**src/rtl/serial_adder_ctrl.sv**
```systemverilog
// Bit-serial adder controller: one full_adder reused over WIDTH clocks, LSB first,
// with valid/ready handshakes on the operand and result sides.

module full_adder (
    input  logic i_a,
    input  logic i_b,
    input  logic i_c,
    output logic o_sum,
    output logic o_carry
);
    assign o_sum   = i_a ^ i_b ^ i_c;
    assign o_carry = (i_a & i_b) | (i_a & i_c) | (i_b & i_c);
endmodule

module serial_adder_ctrl #(
    parameter int unsigned WIDTH = 8
) (
    input  logic             i_clock,
    input  logic             i_reset_n,
    input  logic [WIDTH-1:0] i_data_in_a,
    input  logic [WIDTH-1:0] i_data_in_b,
    input  logic             i_data_in_c,
    input  logic             i_in_valid,
    output logic             o_in_ready,
    output logic [WIDTH-1:0] o_data_out_sum,
    output logic             o_data_out_carry,
    output logic             o_out_valid,
    input  logic             i_out_ready,
    output logic             o_busy
);
    localparam int unsigned CntW = $clog2(WIDTH);

    typedef enum logic [1:0] {StIdle, StRun, StDone} state_e;

    state_e           r_state;
    state_e           w_state_next;
    logic [WIDTH-1:0] r_a_sr;
    logic [WIDTH-1:0] r_b_sr;
    logic [WIDTH-1:0] r_sum_sr;
    logic             r_carry;
    logic [CntW-1:0]  r_bit_cnt;
    logic [WIDTH-1:0] r_sum_out;
    logic             r_carry_out;
    logic             w_fa_sum;
    logic             w_fa_carry;
    logic             w_last;
    logic [WIDTH-1:0] w_sum_next;
    logic             w_unused_sum_lsb;

    full_adder u_full_adder (
        .i_a     (r_a_sr[0]),
        .i_b     (r_b_sr[0]),
        .i_c     (r_carry),
        .o_sum   (w_fa_sum),
        .o_carry (w_fa_carry)
    );

    assign w_last     = (r_bit_cnt == CntW'(WIDTH - 1));
    assign w_sum_next = {w_fa_sum, r_sum_sr[WIDTH-1:1]};
    // The LSB slot of the sum shifter is always shifted out before it is read.
    assign w_unused_sum_lsb = r_sum_sr[0];

    always_ff @(posedge i_clock) begin
        if (!i_reset_n) begin
            r_state <= StIdle;
        end else begin
            r_state <= w_state_next;
        end
    end

    always_comb begin
        w_state_next = r_state;
        case (r_state)
            StIdle:  if (i_in_valid)  w_state_next = StRun;
            StRun:   if (w_last)      w_state_next = StDone;
            StDone:  if (i_out_ready) w_state_next = StIdle;
            default:                  w_state_next = StIdle;
        endcase
    end

    always_comb begin
        o_in_ready  = (r_state == StIdle);
        o_out_valid = (r_state == StDone);
        o_busy      = (r_state != StIdle);
    end

    always_ff @(posedge i_clock) begin
        if (!i_reset_n) begin
            r_a_sr      <= '0;
            r_b_sr      <= '0;
            r_sum_sr    <= '0;
            r_carry     <= 1'b0;
            r_bit_cnt   <= '0;
            r_sum_out   <= '0;
            r_carry_out <= 1'b0;
        end else begin
            case (r_state)
                StIdle: begin
                    if (i_in_valid) begin
                        r_a_sr    <= i_data_in_a;
                        r_b_sr    <= i_data_in_b;
                        r_carry   <= i_data_in_c;
                        r_bit_cnt <= '0;
                    end
                end
                StRun: begin
                    r_sum_sr  <= w_sum_next;
                    r_carry   <= w_fa_carry;
                    r_a_sr    <= {1'b0, r_a_sr[WIDTH-1:1]};
                    r_b_sr    <= {1'b0, r_b_sr[WIDTH-1:1]};
                    r_bit_cnt <= r_bit_cnt + CntW'(1);
                    if (w_last) begin
                        r_sum_out   <= w_sum_next;
                        r_carry_out <= w_fa_carry;
                    end
                end
                default: ;
            endcase
        end
    end

    assign o_data_out_sum   = r_sum_out;
    assign o_data_out_carry = r_carry_out;
endmodule

```
**config.mk**
```make
export PLATFORM = sky130hd
export DESIGN_NAME = serial_adder_ctrl
export DESIGN_NICKNAME = d
export VERILOG_FILES = /design/src/rtl/serial_adder_ctrl.sv
export SDC_FILE = /design/constraint.sdc
export NUM_CORES = 1
export LEC_CHECK = 0
export CORE_MARGIN = 1
export CORE_UTILIZATION = 30
export DETAILED_ROUTE_END_ITERATION = 12
export GPL_ROUTABILITY_DRIVEN = 0
export GPL_TIMING_DRIVEN = 0
export PLACE_DENSITY = 0.64
export RECOVER_POWER = 25
export SYNTH_ARGS = -nofsm -noshare
export SYNTH_HDL_FRONTEND = slang
export SYNTH_SLANG_ARGS = --single-unit
```
**constraint.sdc**
```tcl
create_clock -name i_clock -period 1.5 [get_ports i_clock]
set_clock_uncertainty 0.05 [all_clocks]
set_input_delay 0.3 -clock i_clock [delete_from_list [all_inputs] [get_ports i_clock]]
set_output_delay 0.3 -clock i_clock [all_outputs]
set_load 0.02 [all_outputs]
```
== Yosys cells after proc, flatten, opt, wreduce, memory -nomap -nowiden ==
Index checks and enable logic that the tools add are counted.
Storage, ports and cells
  register bits after elaboration: 39
  input port bits: 21
  output and inout bits: 12
  word-level logic and storage cells: 40
Cells by class
  add/subtract/negate cells: 1
  equal/unequal tests: 6
  muxes and demuxes: 12
  bitwise gates (word level): 7
  reduce and logical (&&, ||, !) cells: 6
Operators with widths (number)
  case mux 8 bit (2 select lines): 2
  two-way mux 8 bit: 2
  two-way mux 2 bit: 3
  case mux 2 bit (3 select lines): 1
  case mux 3 bit (2 select lines): 1
  inequality test 2 bit, second input constant: 2
  AND reduction 2 bit: 2
  nonzero test 2 bit: 2
  adder 3 x 1 -> 3 bit, second input constant: 1
  AND 1 bit: 3
  equality test 3 bit, second input constant: 1
  two-way mux 3 bit: 1
  AND reduction 3 bit: 1
  equality test 2 x 1 -> 1 bit, second input constant: 1
  equality test 2 bit, second input constant: 1
  zero test 2 bit: 1
  inequality test 2 x 1 -> 1 bit, second input constant: 1
  OR 1 bit: 2
  case mux 1 bit (2 select lines): 1
  XOR 1 bit: 2
  two-way mux 1 bit: 1

== Depth between registers and ports, before layout ==
  depth in word-level cells: 4
  gate-level depth with buffers: 6
  gate-level depth less buffers: 5

== By module ==
From an unflattened synthesis, not the netlist that was laid out.
Unflattened totals
  cell total of the unflattened synthesis: 173
  area, all modules: 1629.1 um2
By module, submodules not included
  serial_adder_ctrl: times used 1, cells each 172, area each 1609.0 um2, seq. area each 760.7 um2
  full_adder: times used 1, cells each 1, area each 20.0 um2, seq. area each 0.0 um2

== Worst setup path before layout ==
Ideal clock, no wire load.
  path kind: register to register
  start: register r_state[0]
  end: register r_carry
  setup time: 0.117 ns
  arrival: 1.230 ns
  required time: 1.333 ns
  path slack: 0.103 ns
  stages on the path, launching flop included: 7
  path buffers: 3
  period minus slack after synthesis: 1.397 ns
  path through: dfxtp_1 > buf_6 > or3b_1 > buf_6 > buf_12 > o221ai_2 > nor2_1
Between the ends
  longest elaborated chain between the ends: 3
  elaborated cells on any way between the ends: 6
  those cells by class: eq/ne (2); mux (1); reduce/logical (3)
Ends and longest elaborated chain
  start: declaration: line 35  | state_e r_state;
  start signal: assignment: line 65  | r_state <= StIdle;
  start signal: assignment: line 67  | r_state <= w_state_next;
  equality test 2 x 1 -> 1 bit or zero test 2 bit (tied branches): line 97  | case (r_state)
  nonzero test 2 bit (no line) or inequality test 2 bit (tied branches)
  AND reduction 2 bit (no line)
  end signal: assignment: line 102  | r_carry <= i_data_in_c;
  end signal: assignment: line 108  | r_carry <= w_fa_carry;
  end: declaration: line 40  | logic r_carry;
Parallel ways exist; a longest one is shown, timed or not.
A chain may end at the register's enable or synchronous reset.

== Final worst setup path ==
  start: register r_state[0]
  end: output port o_in_ready
Between the ends
  longest elaborated chain between the ends: 1
Ends and longest elaborated chain
  zero test 2 bit: line 82  | o_in_ready = (r_state == StIdle);
  end: declaration: line 24  | output logic o_in_ready,
Every way passes these cells.

==> flow_summary.toml <==
[timing]
setup_viol = 0
slew-limit-headroom_pct = 62.89
final_hold_viol_count = 0
post-route-min-period_ns = 1.440
tightest_slew_ns = 0.5567
slew_violations = 0
finalSetupTns_ns = 0
max_freq_ghz = 0.6944
worst_slack_ns = 0.05982
period_share_pct = 96.01
rsz0062_at_grt = "no"

[power_and_ir_drop]
netSwitchingFraction_pct = 25.25
power_w = 0.002021
power.leakage_nw = 0.7931
irDropWorstVdd_mv = 0.3826
powerDensity_nw_per_um2 = 961.3
clkPwrFrac_pct = 32.5
p_int_w = 0.001510
p_switching_w = 0.0005103
power_frac_comb_pct = 13.4
seq_power_share_pct = 54.1

[route]
avgViaCountPerCell = 4.613
finalWirelength_um = 3314
wl_per_cell_um = 11.88
drt_iter0_drc = 38
dr.pass1.iters = 4
drtAntennaViolNets = 0
remaining_drc_errors = 0
vias = 1287

[final_layout]
layout_commonest_cell = "dfxtp_1"
multiInputGateArea_um2 = 788.3
regArea_um2 = 765.7
drive_gt1_share_pct = 16.27
area_growth_pct = 28.83
fin_nets = 233
fill_cells = 526
fin_cells = 279
diodes = 0
most-common-layout-cells = "dfxtp_1, nor2_1, nand2_1"

[logic_synthesis]
syn_nets = 197
ys_warn_count = 0
synth_simple_gate_area_share_pct = 20.71
synth-compound-area-share_pct = 22.62
syn_area_um2 = 1632
synth_top_family_by_area = "compound AO/OA/AOI/OAI gates"
synth_cells = 173
synth-xor-area-share_pct = 0
syn_avg_cell_area_um2 = 9.431
synthAdderAreaFrac_pct = 2.761
seq_area_frac_synth_pct = 46.63
ys_types = 25
synth.ff_latch_count = 38
synthMuxAreaShare_pct = 1.227

[worst_hold_path]
hold_path_depth = 2
hold_path.class = "in2reg"
hold_path_end = "o_data_out_sum[1]"
hp-start = "i_reset_n"

[clock_network]
numClockSinks = 38
cts_max_path_buffers = 2
cts_hold_buf = 0
clk_latency_ns = 0.28
clk_pin_slew_worst_paths_ns = 0.07
cts_root_buffer = "clkbuf_8"
numCtsBuffers = 5
ctsHtreeMaxLevel = 2
cts_tree = "done"

[place]
portBuffers = 31
dp_hpwl_um = 2373
place_ws_ns = -0.3915
dp_cells = 274

[die]
die_h_um = 75.75
row_count = 26
ios = 33
dieArea_um2 = 5737
core_area_um2 = 5172
initial_core_util_pct = 31.54
dieWidth_um = 75.75

[worst_setup_path]
r2r_end = "r_b_sr[3]"
regToRegSetupSlack_ns = 0.11
worst-path-max-fanout = 10
path_class = "reg2out"
slowest_delay_ns = 0.38
r2r_start = "r_state[1]"
cp.required_ns = 1.15
reg2regPathDepth = 4
critPathArrivalTime_ns = 1.09
end_kind = "output pin"
cp-startpoint = "r_state[0]"
crit_slowest_cell = "dfxtp_2"
worstSetupStartpointType = "register"
crit_chain = "or2_4, inv_2, buf_6"

[grt]
gr-total-overflow = 0
top_usage_layer = "met2"
gr-usage-met1_pct = 15.70
use_met3_pct = 3.307
grt_pass1_wl_um = 5457
track_usage_pct = 12.91
use_met2_pct = 21.24
grt_pass1_vias = 1237
grt_start_max_net_pins = 12
antenna_found_initial = 0

[job]
maxCapViolCount = 0

[status]
status = "finished, final reports clean"
what timing repair did:
item	CTS	global route
setup buffers	0	1
setup endpoints to repair	24	18
pin swaps	0	3
gates resized for setup	29	7
gates cloned	0	0
sequential cells by signal, summed over array words and instances, names as in the netlist:
register and flops:
r_bit_cnt 3, r_a_sr 8, o_data_out_sum 8, r_sum_sr 7, r_b_sr 8, r_state 2
o_data_out_carry 1, r_carry 1
power by group through the flow:
| stage | combinational [W] | sequential (W) | clock [W] |
|---|---|---|---|
| 6_report | 0.000270 | 0.00109 | 0.000657 |
| 5_1_grt | 0.000299 | 0.00110 | 0.000721 |
| 4_1_cts | 0.000279 | 0.00109 | 0.000684 |
| 3_5_place_dp | 0.000277 | 0.00111 | 0 |
| 3_3_place_gp | 0.000273 | 0.00111 | 0 |
| 2_1_floorplan | 0.000179 | 0.00111 | 0 |
critical path: cells and delay by family, from the launching register on:
| kind | cells | cell delay, ns |
|---|---|---|
| DFF | 1 | 0.38 |
| and+or+nand+nor | 1 | 0.27 |
| buffers and inverters | 2 | 0.15 |
synthesized netlist by cell type:
master,instances,share of area (%)
dfxtp_1,38,47
nor2_1,30,6.9
nand2_1,23,5.3
a21boi_0,17,7.8
o221ai_2,10,9.2
nand3_1,9,2.8
buf_2,6,1.8
nor2b_1,6,2.3
clkbuf_1,5,1.2
o221ai_1,5,2.7
a22oi_1,4,1.8
buf_6,2,1.4
ha_1,2,1.5
inv_1,2,0.46
mux2i_1,2,1.2
nand2b_1,2,0.77
nor3b_1,2,0.92
and2_1,1,0.38
buf_12,1,1.2
fa_1,1,1.2
nand3b_1,1,0.46
o21ba_2,1,0.61
o21bai_1,1,0.46
or2_2,1,0.38
or3b_1,1,0.54
cell families (layout without fill, tap and decap cells):
logic type,after synthesis,after routing
buf+inv,16,52
flops,38,38
fa+ha+maj,3,3
compound gates,38,38
simple gates,76,76
mux,2,2
layout make-up:
| class | instances | share of cell area [%] |
|---|---|---|
| timing repair buffer | 32 | 14.40 |
| clock inverter | 2 | 0.4762 |
| multi-input combinational | 119 | 37.50 |
| buffer | 11 | 3.393 |
| clock buffer | 5 | 3.274 |
| inverter | 2 | 0.3571 |
| tap | 70 | 4.167 |
| sequential | 38 | 36.43 |
per-stage QoR:
| step | hold WS (ns) | cell area [um^2] | util (%) |
|---|---|---|---|
| after global placement | 0.4003 | 2029 | 39.24 |
| after floorplan | 0.3906 | 1632 | - |
| after detailed placement | 0.4082 | 2029 | 39.24 |
| final | 0.3750 | 2102 | 40.64 |
| after global routing | 0.4108 | 2102 | 40.64 |
| after CTS | 0.3878 | 2097 | 40.54 |
worst max path at each step:
stage / end / slack, ns / depth (start not counted)
after global routing: o_data_out_sum[7] / 0.004 / 5
after floorplan: r_carry / 0.10 / 6
after detailed placement: r_b_sr[3] / -0.39 / 6
after global placement: r_b_sr[5] / -0.40 / 6
final: o_in_ready / 0.06 / 3
after CTS: o_in_ready / 0.007 / 4
layer usage:
| metal | wire length, um | up-vias | share of wire (%) |
|---|---|---|---|
| li1 | - | 671 | - |
| met1 | 1606 | 587 | 48 |
| met2 | 1539 | 23 | 46 |
| met3 | 112 | 6 | 3.4 |
| met4 | 55 | 0 | 1.7 |
| met5 | 0 | - | 0 |
Note: power is estimated with default switching activity, not from simulation.
